===== src/rtl/food_gen.sv =====
// food_gen: picks a free food cell from LFSR samples, with a linear
// scan fallback so placement always terminates.
//
// Ports:
//   clk, rst_n         clock, async active-low reset
//   rand_num[8:0]      LFSR sample: x = [4:0], y = [8:5]
//   req                1-cycle pulse: place new food
//   head_x, head_y     snake head, rejected directly
//   chk_en/x/y         occupancy probe to the snake body store
//   chk_hit            registered probe result, valid the cycle after chk_en
//   food_x, food_y     current food cell
//   food_valid         food_x/food_y hold a placed food
//   busy               search in progress
//   done               1-cycle pulse: new food accepted
//   grid_full          every cell occupied, no food placed
module food_gen #(
    parameter int GRID_W  = 30,
    parameter int GRID_H  = 15,
    parameter int MAX_TRY = 8,
    parameter int INIT_X  = 10,
    parameter int INIT_Y  = 7
) (
    input  logic       clk,
    input  logic       rst_n,
    input  logic [8:0] rand_num,
    input  logic       req,
    input  logic [4:0] head_x,
    input  logic [3:0] head_y,
    output logic       chk_en,
    output logic [4:0] chk_x,
    output logic [3:0] chk_y,
    input  logic       chk_hit,
    output logic [4:0] food_x,
    output logic [3:0] food_y,
    output logic       food_valid,
    output logic       busy,
    output logic       done,
    output logic       grid_full
);

    localparam logic [2:0] S_IDLE   = 3'd0;
    localparam logic [2:0] S_SAMPLE = 3'd1;
    localparam logic [2:0] S_PROBE  = 3'd2;
    localparam logic [2:0] S_CHECK  = 3'd3;
    localparam logic [2:0] S_SCAN   = 3'd4;

    localparam logic [5:0] GW       = 6'(GRID_W);
    localparam logic [4:0] GH       = 5'(GRID_H);
    localparam logic [4:0] X_LAST   = 5'(GRID_W - 1);
    localparam logic [3:0] Y_LAST   = 4'(GRID_H - 1);
    localparam logic [7:0] TRY_LAST = 8'(MAX_TRY);
    localparam logic [9:0] CELLS    = 10'(GRID_W * GRID_H);
    localparam logic [4:0] IX       = 5'(INIT_X);
    localparam logic [3:0] IY       = 4'(INIT_Y);

    logic [2:0] state;
    logic [7:0] try_cnt;
    logic [8:0] scan_cnt;
    logic [4:0] cand_x;
    logic [3:0] cand_y;
    logic       scan_mode;
    logic       scan_adv;

    logic [4:0] cx;
    logic [3:0] cy;
    logic       oor;
    logic [7:0] try_inc;
    logic       try_end;
    logic [9:0] scan_inc;
    logic       scan_end;
    logic       reject;
    logic [4:0] adv_x;
    logic [3:0] adv_y;
    logic [4:0] nxt_x;
    logic [3:0] nxt_y;

    assign cx = rand_num[4:0];
    assign cy = rand_num[8:5];

    assign oor = ({1'b0, cx} >= GW) ||
                 ({1'b0, cy} >= GH);

    assign try_inc = try_cnt + 8'd1;
    assign try_end = (try_inc == TRY_LAST);

    // 10-bit so a full 32x16 grid cannot alias to zero
    assign scan_inc = {1'b0, scan_cnt} + 10'd1;
    assign scan_end = (scan_inc == CELLS);

    assign reject = chk_hit ||
                    ((cand_x == head_x) &&
                     (cand_y == head_y));

    // raster-order successor of the current candidate
    always_comb begin
        adv_x = cand_x + 5'd1;
        adv_y = cand_y;
        if (cand_x == X_LAST) begin
            adv_x = 5'd0;
            if (cand_y == Y_LAST) begin
                adv_y = 4'd0;
            end else begin
                adv_y = cand_y + 4'd1;
            end
        end
    end

    // the out-of-range entry already parks cand at (0,0)
    assign nxt_x = scan_adv ? adv_x : cand_x;
    assign nxt_y = scan_adv ? adv_y : cand_y;

    always_ff @(posedge clk or negedge rst_n) begin
        if (!rst_n) begin
            state      <= S_IDLE;
            try_cnt    <= 8'd0;
            scan_cnt   <= 9'd0;
            cand_x     <= 5'd0;
            cand_y     <= 4'd0;
            scan_mode  <= 1'b0;
            scan_adv   <= 1'b0;
            chk_en     <= 1'b0;
            chk_x      <= 5'd0;
            chk_y      <= 4'd0;
            food_x     <= IX;
            food_y     <= IY;
            food_valid <= 1'b1;
            busy       <= 1'b0;
            done       <= 1'b0;
            grid_full  <= 1'b0;
        end else begin
            done <= 1'b0;
            unique case (state)
                S_IDLE: begin
                    if (req) begin
                        state      <= S_SAMPLE;
                        busy       <= 1'b1;
                        food_valid <= 1'b0;
                        grid_full  <= 1'b0;
                        try_cnt    <= 8'd0;
                        scan_mode  <= 1'b0;
                    end
                end
                S_SAMPLE: begin
                    cand_x <= cx;
                    cand_y <= cy;
                    if (oor) begin
                        try_cnt <= try_inc;
                        if (try_end) begin
                            cand_x    <= 5'd0;
                            cand_y    <= 4'd0;
                            scan_mode <= 1'b1;
                            scan_adv  <= 1'b0;
                            scan_cnt  <= 9'd0;
                            state     <= S_SCAN;
                        end
                    end else begin
                        chk_x  <= cx;
                        chk_y  <= cy;
                        chk_en <= 1'b1;
                        state  <= S_PROBE;
                    end
                end
                S_PROBE: begin
                    chk_en <= 1'b0;
                    state  <= S_CHECK;
                end
                S_CHECK: begin
                    if (!reject) begin
                        food_x     <= cand_x;
                        food_y     <= cand_y;
                        food_valid <= 1'b1;
                        done       <= 1'b1;
                        busy       <= 1'b0;
                        state      <= S_IDLE;
                    end else if (!scan_mode) begin
                        try_cnt <= try_inc;
                        if (try_end) begin
                            scan_mode <= 1'b1;
                            scan_adv  <= 1'b1;
                            scan_cnt  <= 9'd0;
                            state     <= S_SCAN;
                        end else begin
                            state <= S_SAMPLE;
                        end
                    end else begin
                        scan_cnt <= scan_inc[8:0];
                        if (scan_end) begin
                            grid_full <= 1'b1;
                            busy      <= 1'b0;
                            state     <= S_IDLE;
                        end else begin
                            scan_adv <= 1'b1;
                            state    <= S_SCAN;
                        end
                    end
                end
                S_SCAN: begin
                    cand_x <= nxt_x;
                    cand_y <= nxt_y;
                    chk_x  <= nxt_x;
                    chk_y  <= nxt_y;
                    chk_en <= 1'b1;
                    state  <= S_PROBE;
                end
                default: begin
                    state <= S_IDLE;
                end
            endcase
        end
    end

endmodule


===== config.mk =====
export PLATFORM = sky130hd
export DESIGN_NAME = food_gen
export DESIGN_NICKNAME = d
export VERILOG_FILES = /design/src/rtl/food_gen.sv
export SDC_FILE = /design/constraint.sdc
export NUM_CORES = 1
export LEC_CHECK = 0
export CORE_ASPECT_RATIO = 1.75
export CORE_MARGIN = 2
export CORE_UTILIZATION = 33
export CTS_CLUSTER_DIAMETER = 40
export DETAILED_ROUTE_END_ITERATION = 16
export PLACE_DENSITY = 0.57
export SETUP_SLACK_MARGIN = 0.3
export SLEW_MARGIN = 20
export SYNTH_ARGS = -nofsm -noshare
export SYNTH_HDL_FRONTEND = slang
export SYNTH_SLANG_ARGS = --single-unit

===== constraint.sdc =====
create_clock -name clk -period 2.8 [get_ports clk]
set_input_delay 0.28 -clock clk [delete_from_list [all_inputs] [get_ports clk]]
set_output_delay 0.28 -clock clk [all_outputs]
set_load 0.01 [all_outputs]

# == Word level (Yosys, flattened, before mapping) ==
# Index checks and enable logic that the tools add are counted.
# Widths: inputs -> output; s select.
# word_totals
regBits,54
latchBits,0
mem_bits_rw,0
romBits,0
input_bits,22
output_inout_bits,23
memories,0
# classes
n_addsub,4
n_mul,0
div,0
magnitude_cmp,2
eq_ne,24
shift,0
mux,61
bitwise,1
reduce_logical,20
# ops
cell,count
$mux 9,4
$mux 8,4
$mux 5,5
$mux 4,6
$pmux 8 s3,1
$mux 1,22
$mux 3,7
$pmux 5 s2,2
$ne 2x2->1 const B,9
$pmux 9 s2,1
$pmux 4 s2,2
$ne 3x3->1 const B,5
$pmux 3 s5,1
$reduce_and 5->1,3
$add 9x1->10 const B,1
$eq 10x9->1 const B,1
$add 8x1->8 const B,1
$eq 8x4->1 const B,1
$pmux 1 s2,4
$reduce_and 2->1,4
$eq 3x2->1 const B,2
$pmux 1 s3,2
$reduce_and 3->1,2
$reduce_and 6->1,1
other kinds (17),21

# == Depth between registers and ports, before layout ==
# depth
ltp_word,6
depth_mapped,8
mapped_depth_nobuf,7

# == Worst setup path after synthesis ==
# OpenSTA, ideal clock, no wires.
# synth_path
path_kind,reg2reg
from,register cand_x[0]
to,register scan_cnt[5]
setup_ns,0.126
arrival_time_ns,1.849
required_time_ns,2.674
path_slack_ns,0.825
path_stages_with_launch,8
path_buffers,2
path_cell_list,dfrtp_1 > xnor2_1 > nand4_2 > o31a_1 > buf_6 > o31a_1 > buf_6 > a221o_1
# synth_between
elab_chain_len,5
# synth_lines
item,line,rtl
start: declaration,59,logic [4:0] cand_x;
start signal: assignment,198,cand_x <= nxt_x;
$eq 5x5->1,91,((cand_x == head_x) &&
$logic_and 1x1->1,91,
$logic_or 1x1->1,90,assign reject = chk_hit ||
$ne 2x2->1 (no line),-,
$reduce_and 3->1 (no line),-,
end signal: assignment,186,scan_cnt <= scan_inc[8:0];
end: declaration,58,logic [8:0] scan_cnt;
# Every way passes these cells.
# A chain may end at the register's enable or synchronous reset.

# == Final worst setup path ==
# layout_path
from,register try_cnt[0]
to,register scan_cnt[7]
# layout_between
elab_chain_len,6
word_cells_on_any_way,7
cone_classes,add/sub (1); eq/ne (1); mux (5)
# layout_lines
item,line,rtl
start: declaration,57,logic [7:0] try_cnt;
start signal: assignment,147,try_cnt <= try_inc;
start signal: assignment,176,try_cnt <= try_inc;
$add 8x1->8 (*),83,assign try_inc = try_cnt + 8'd1;
$eq 8x4->1 (*),84,assign try_end = (try_inc == TRY_LAST);
$mux 9 (*),-,
$mux 9 (2 in series),-,
$pmux 9 s2 (*),-,
# Mark *: on every way between the ends. The rest lies on a longest branch, timed or not. The select of a mux whose other input is x is not followed.

==> impl_metrics.tcl <==
set metrics [dict create \
    critPathCaptureType "flop" \
    core-area_mm2 0.00947 \
    synth.area.mux_share_pct 6.94 \
    avgSynthCellArea_um2 9.79 \
    grt_max_degree 29 \
    worstSetupPathType "flop to flop" \
    root_buffer "clkbuf_16" \
    nets 395 \
    drv_slew 0 \
    synth.distinct_cells 58 \
    synth_top_family_by_area "compound AO/OA/AOI/OAI gates" \
    final_area_mm2 0.00388 \
    tns_ns 0 \
    globalplace.congestion 0.824 \
    worstPathArrival_ns 2.43 \
    fin_ws_ns 0.547 \
    cp_num_buf_inv 0 \
    initial_core_util_pct 33.9 \
    drt_iter0_drc 139 \
    drc_errors 0 \
    max-vdd-ir-drop_uv 483 \
    ctsResizeCount 0 \
    grt_pass1_wl_mm 14.0 \
    finalHoldViolCount 0 \
    period_share_pct 80.5 \
    comb_power_share_pct 43.9 \
    clock_sinks 54 \
    critPathMaxFanout 9 \
    dp_cells 483 \
    antenna_found_initial 0 \
    die_area_mm2 0.0106 \
    overflow 0 \
    vias 2723 \
    post-synth-top-area-fraction_pct 37.4 \
    ant_nets 0 \
    power_frac_seq_pct 39.6 \
    synth-adder-area-share_pct 1.95 \
    diodes 0 \
    htreeDepth 2 \
    internal_power_mw 2.35 \
    min_path_type "input pin to asynchronous set/reset pin" \
    slowest_delay_ns 0.43 \
    grt_usage_pct 16.7 \
    cp_cell_sequence "ha_1 > nand2_1 > nor4_2 > a21oi_1 > o31a_1 > a221o_1" \
    area_growth_pct 21.0 \
    placed_area_mm2 0.00374 \
    swShare_pct 38.7 \
    finalClockSkew_ns 0.00540 \
    p_sw_mw 1.48 \
    rsz0062_at_grt "no" \
    status "finished, final reports clean" \
    firstDrtPassIters 4 \
    fin_crit_ns 2.25 \
    portBuffers 44 \
    synth_simple_gate_area_share_pct 17.7 \
    synth_fp_nets 355 \
    cts.path.max_buffers 2 \
    ios 45 \
    cp-start-kind "flop" \
    routed_wl_mm 8.32 \
    viasPerCell 5.55 \
    drive_gt1_share_pct 13.6 \
    clkTransAtPathRegs_ns 0.07 \
    synth_edf_count 0 \
    final_common_cell "dfrtp_1" \
    die_h_um 134 \
    p_leak_nw 1.60 \
    max_freq_ghz 0.444 \
    setup_viol_count_final 0 \
    timing.hold.ws_ns 0.0429 \
    slew_headroom_pct 51.7 \
    fin_util_pct 41.0 \
    synth-compound-area-share_pct 20.8 \
    p_clk_share_pct 16.6 \
    fin_cells 491 \
    p_per_area_mw_per_mm2 986 \
    required_ns 2.97 \
    cts-buffers-inserted 5 \
    yosys.area.top_type "dfrtp_1" \
    tightest_slew_ns 0.724 \
    async_flop_share_pct 100 \
    mostFrequentLayoutCells "dfrtp_1 (48), clkdlybuf4s50_1 (43), nor2_1 (28)" \
    ys.flop_type "dfrtp_1" \
    netlist_instances 328 \
    cp_top_family "compound AO/OA/AOI/OAI gates" \
    cpMaxStageDelayCell "o31a_1" \
    synth_area_mm2 0.00321 \
    grt_pass1_vias 2738 \
    dpl_worst_slack_ns 0.327 \
    cts_setup_buffers 0 \
    ys_top_cells_by_area "dfrtp_1 (37%), dfstp_2 (4.9%), mux2_2 (3.5%)" \
    drt-wirelength-per-cell_um 16.9 \
    cts_tree "yes" \
    die_x_um 78.6 \
    yosysWarnings 0 \
    rows 47 \
    ys_ff_latch 54 \
    dpl.hpwl_mm 6.21 \
    drv_cap 0 \
    worstSkewPairLatency_ns 0.29 \
    synth-seq-area-share_pct 42.3 \
    synth_xor_area_share_pct 4.52 \
    total_power_mw 3.83 \
    cts_hold_buf 0 \
]
registers in the layout, indices dropped and copies added, names as in the netlist, 3 cells and up:
signal	flops
cand_x	5
cand_y	4
chk_x	5
chk_y	4
food_x	5
food_y	4
scan_cnt	9
state	3
try_cnt	8
power by group through the flow:
stage | Combinational [mW] | Clock (mW) | Sequential (mW)
2_1_floorplan | 1.16 | 0 | 1.39
3_3_place_gp | 1.67 | 0 | 1.51
3_5_place_dp | 1.69 | 0 | 1.51
4_1_cts | 1.70 | 0.653 | 1.51
5_1_grt | 1.84 | 0.695 | 1.57
6_report | 1.68 | 0.635 | 1.51
worst reg2reg max path: stages (launching register included):
cell	delay, ns
dfrtp_1	0.40
ha_1	0.26
nand2_1	0.09
nor4_2	0.38
a21oi_1	0.20
o31a_1	0.43
a221o_1	0.38
cell type report:
cell class              count  area, um2
fillers                   916       5580
multi-input cells         241       1670
flip-flops and latches     54       1360
well taps                 122        153
inverters                  11       41.3
repair buffers             55        518
clock inverters             1       5.00
clock buffers               7        143
Yosys cell counts, types with 8 or more instances:
library cell  number
dfrtp_1           48
nor2_1            28
nand2_1           23
a21oi_1           21
o21ai_0           17
clkbuf_1          12
o31ai_1           12
inv_1             11
mux2i_1           11
mux2_2            10
nand3_1           10
a221oi_1           9
buf_6              8
layer usage:
| metal | vias up | share of wire [%] | track usage [%] |
|---|---|---|---|
| met5 | - | 0 | 0 |
| met3 | 9 | 3.6 | 3.07 |
| met4 | 0 | 1.4 | 5.07 |
| met2 | 65 | 55 | 30.9 |
| met1 | 1343 | 40 | 19.1 |
| li1 | 1306 | - | - |
kinds of logic (layout without fill, tap and decap cells):
family,Yosys count,in the layout
compound gates,97,97
xor+xnor,11,11
fa+ha+maj,5,5
buf+inv,33,74
flops,54,54
mux,21,21
simple gates,107,107
final timing paths:
kind	from	to	slack [ns]	depth (start not counted)
worst max-delay path	try_cnt[0]	scan_cnt[7]	0.55	6
worst min-delay path	rst_n	try_cnt[4]	0.04	1
worst max register to register	try_cnt[0]	scan_cnt[7]	0.55	6
worst min register to register	grid_full	grid_full	0.50	1
max in group asynchronous	rst_n	food_valid	1.99	2
min in group clk	grid_full	grid_full	0.50	1
Power figures use the tool's default switching activity.
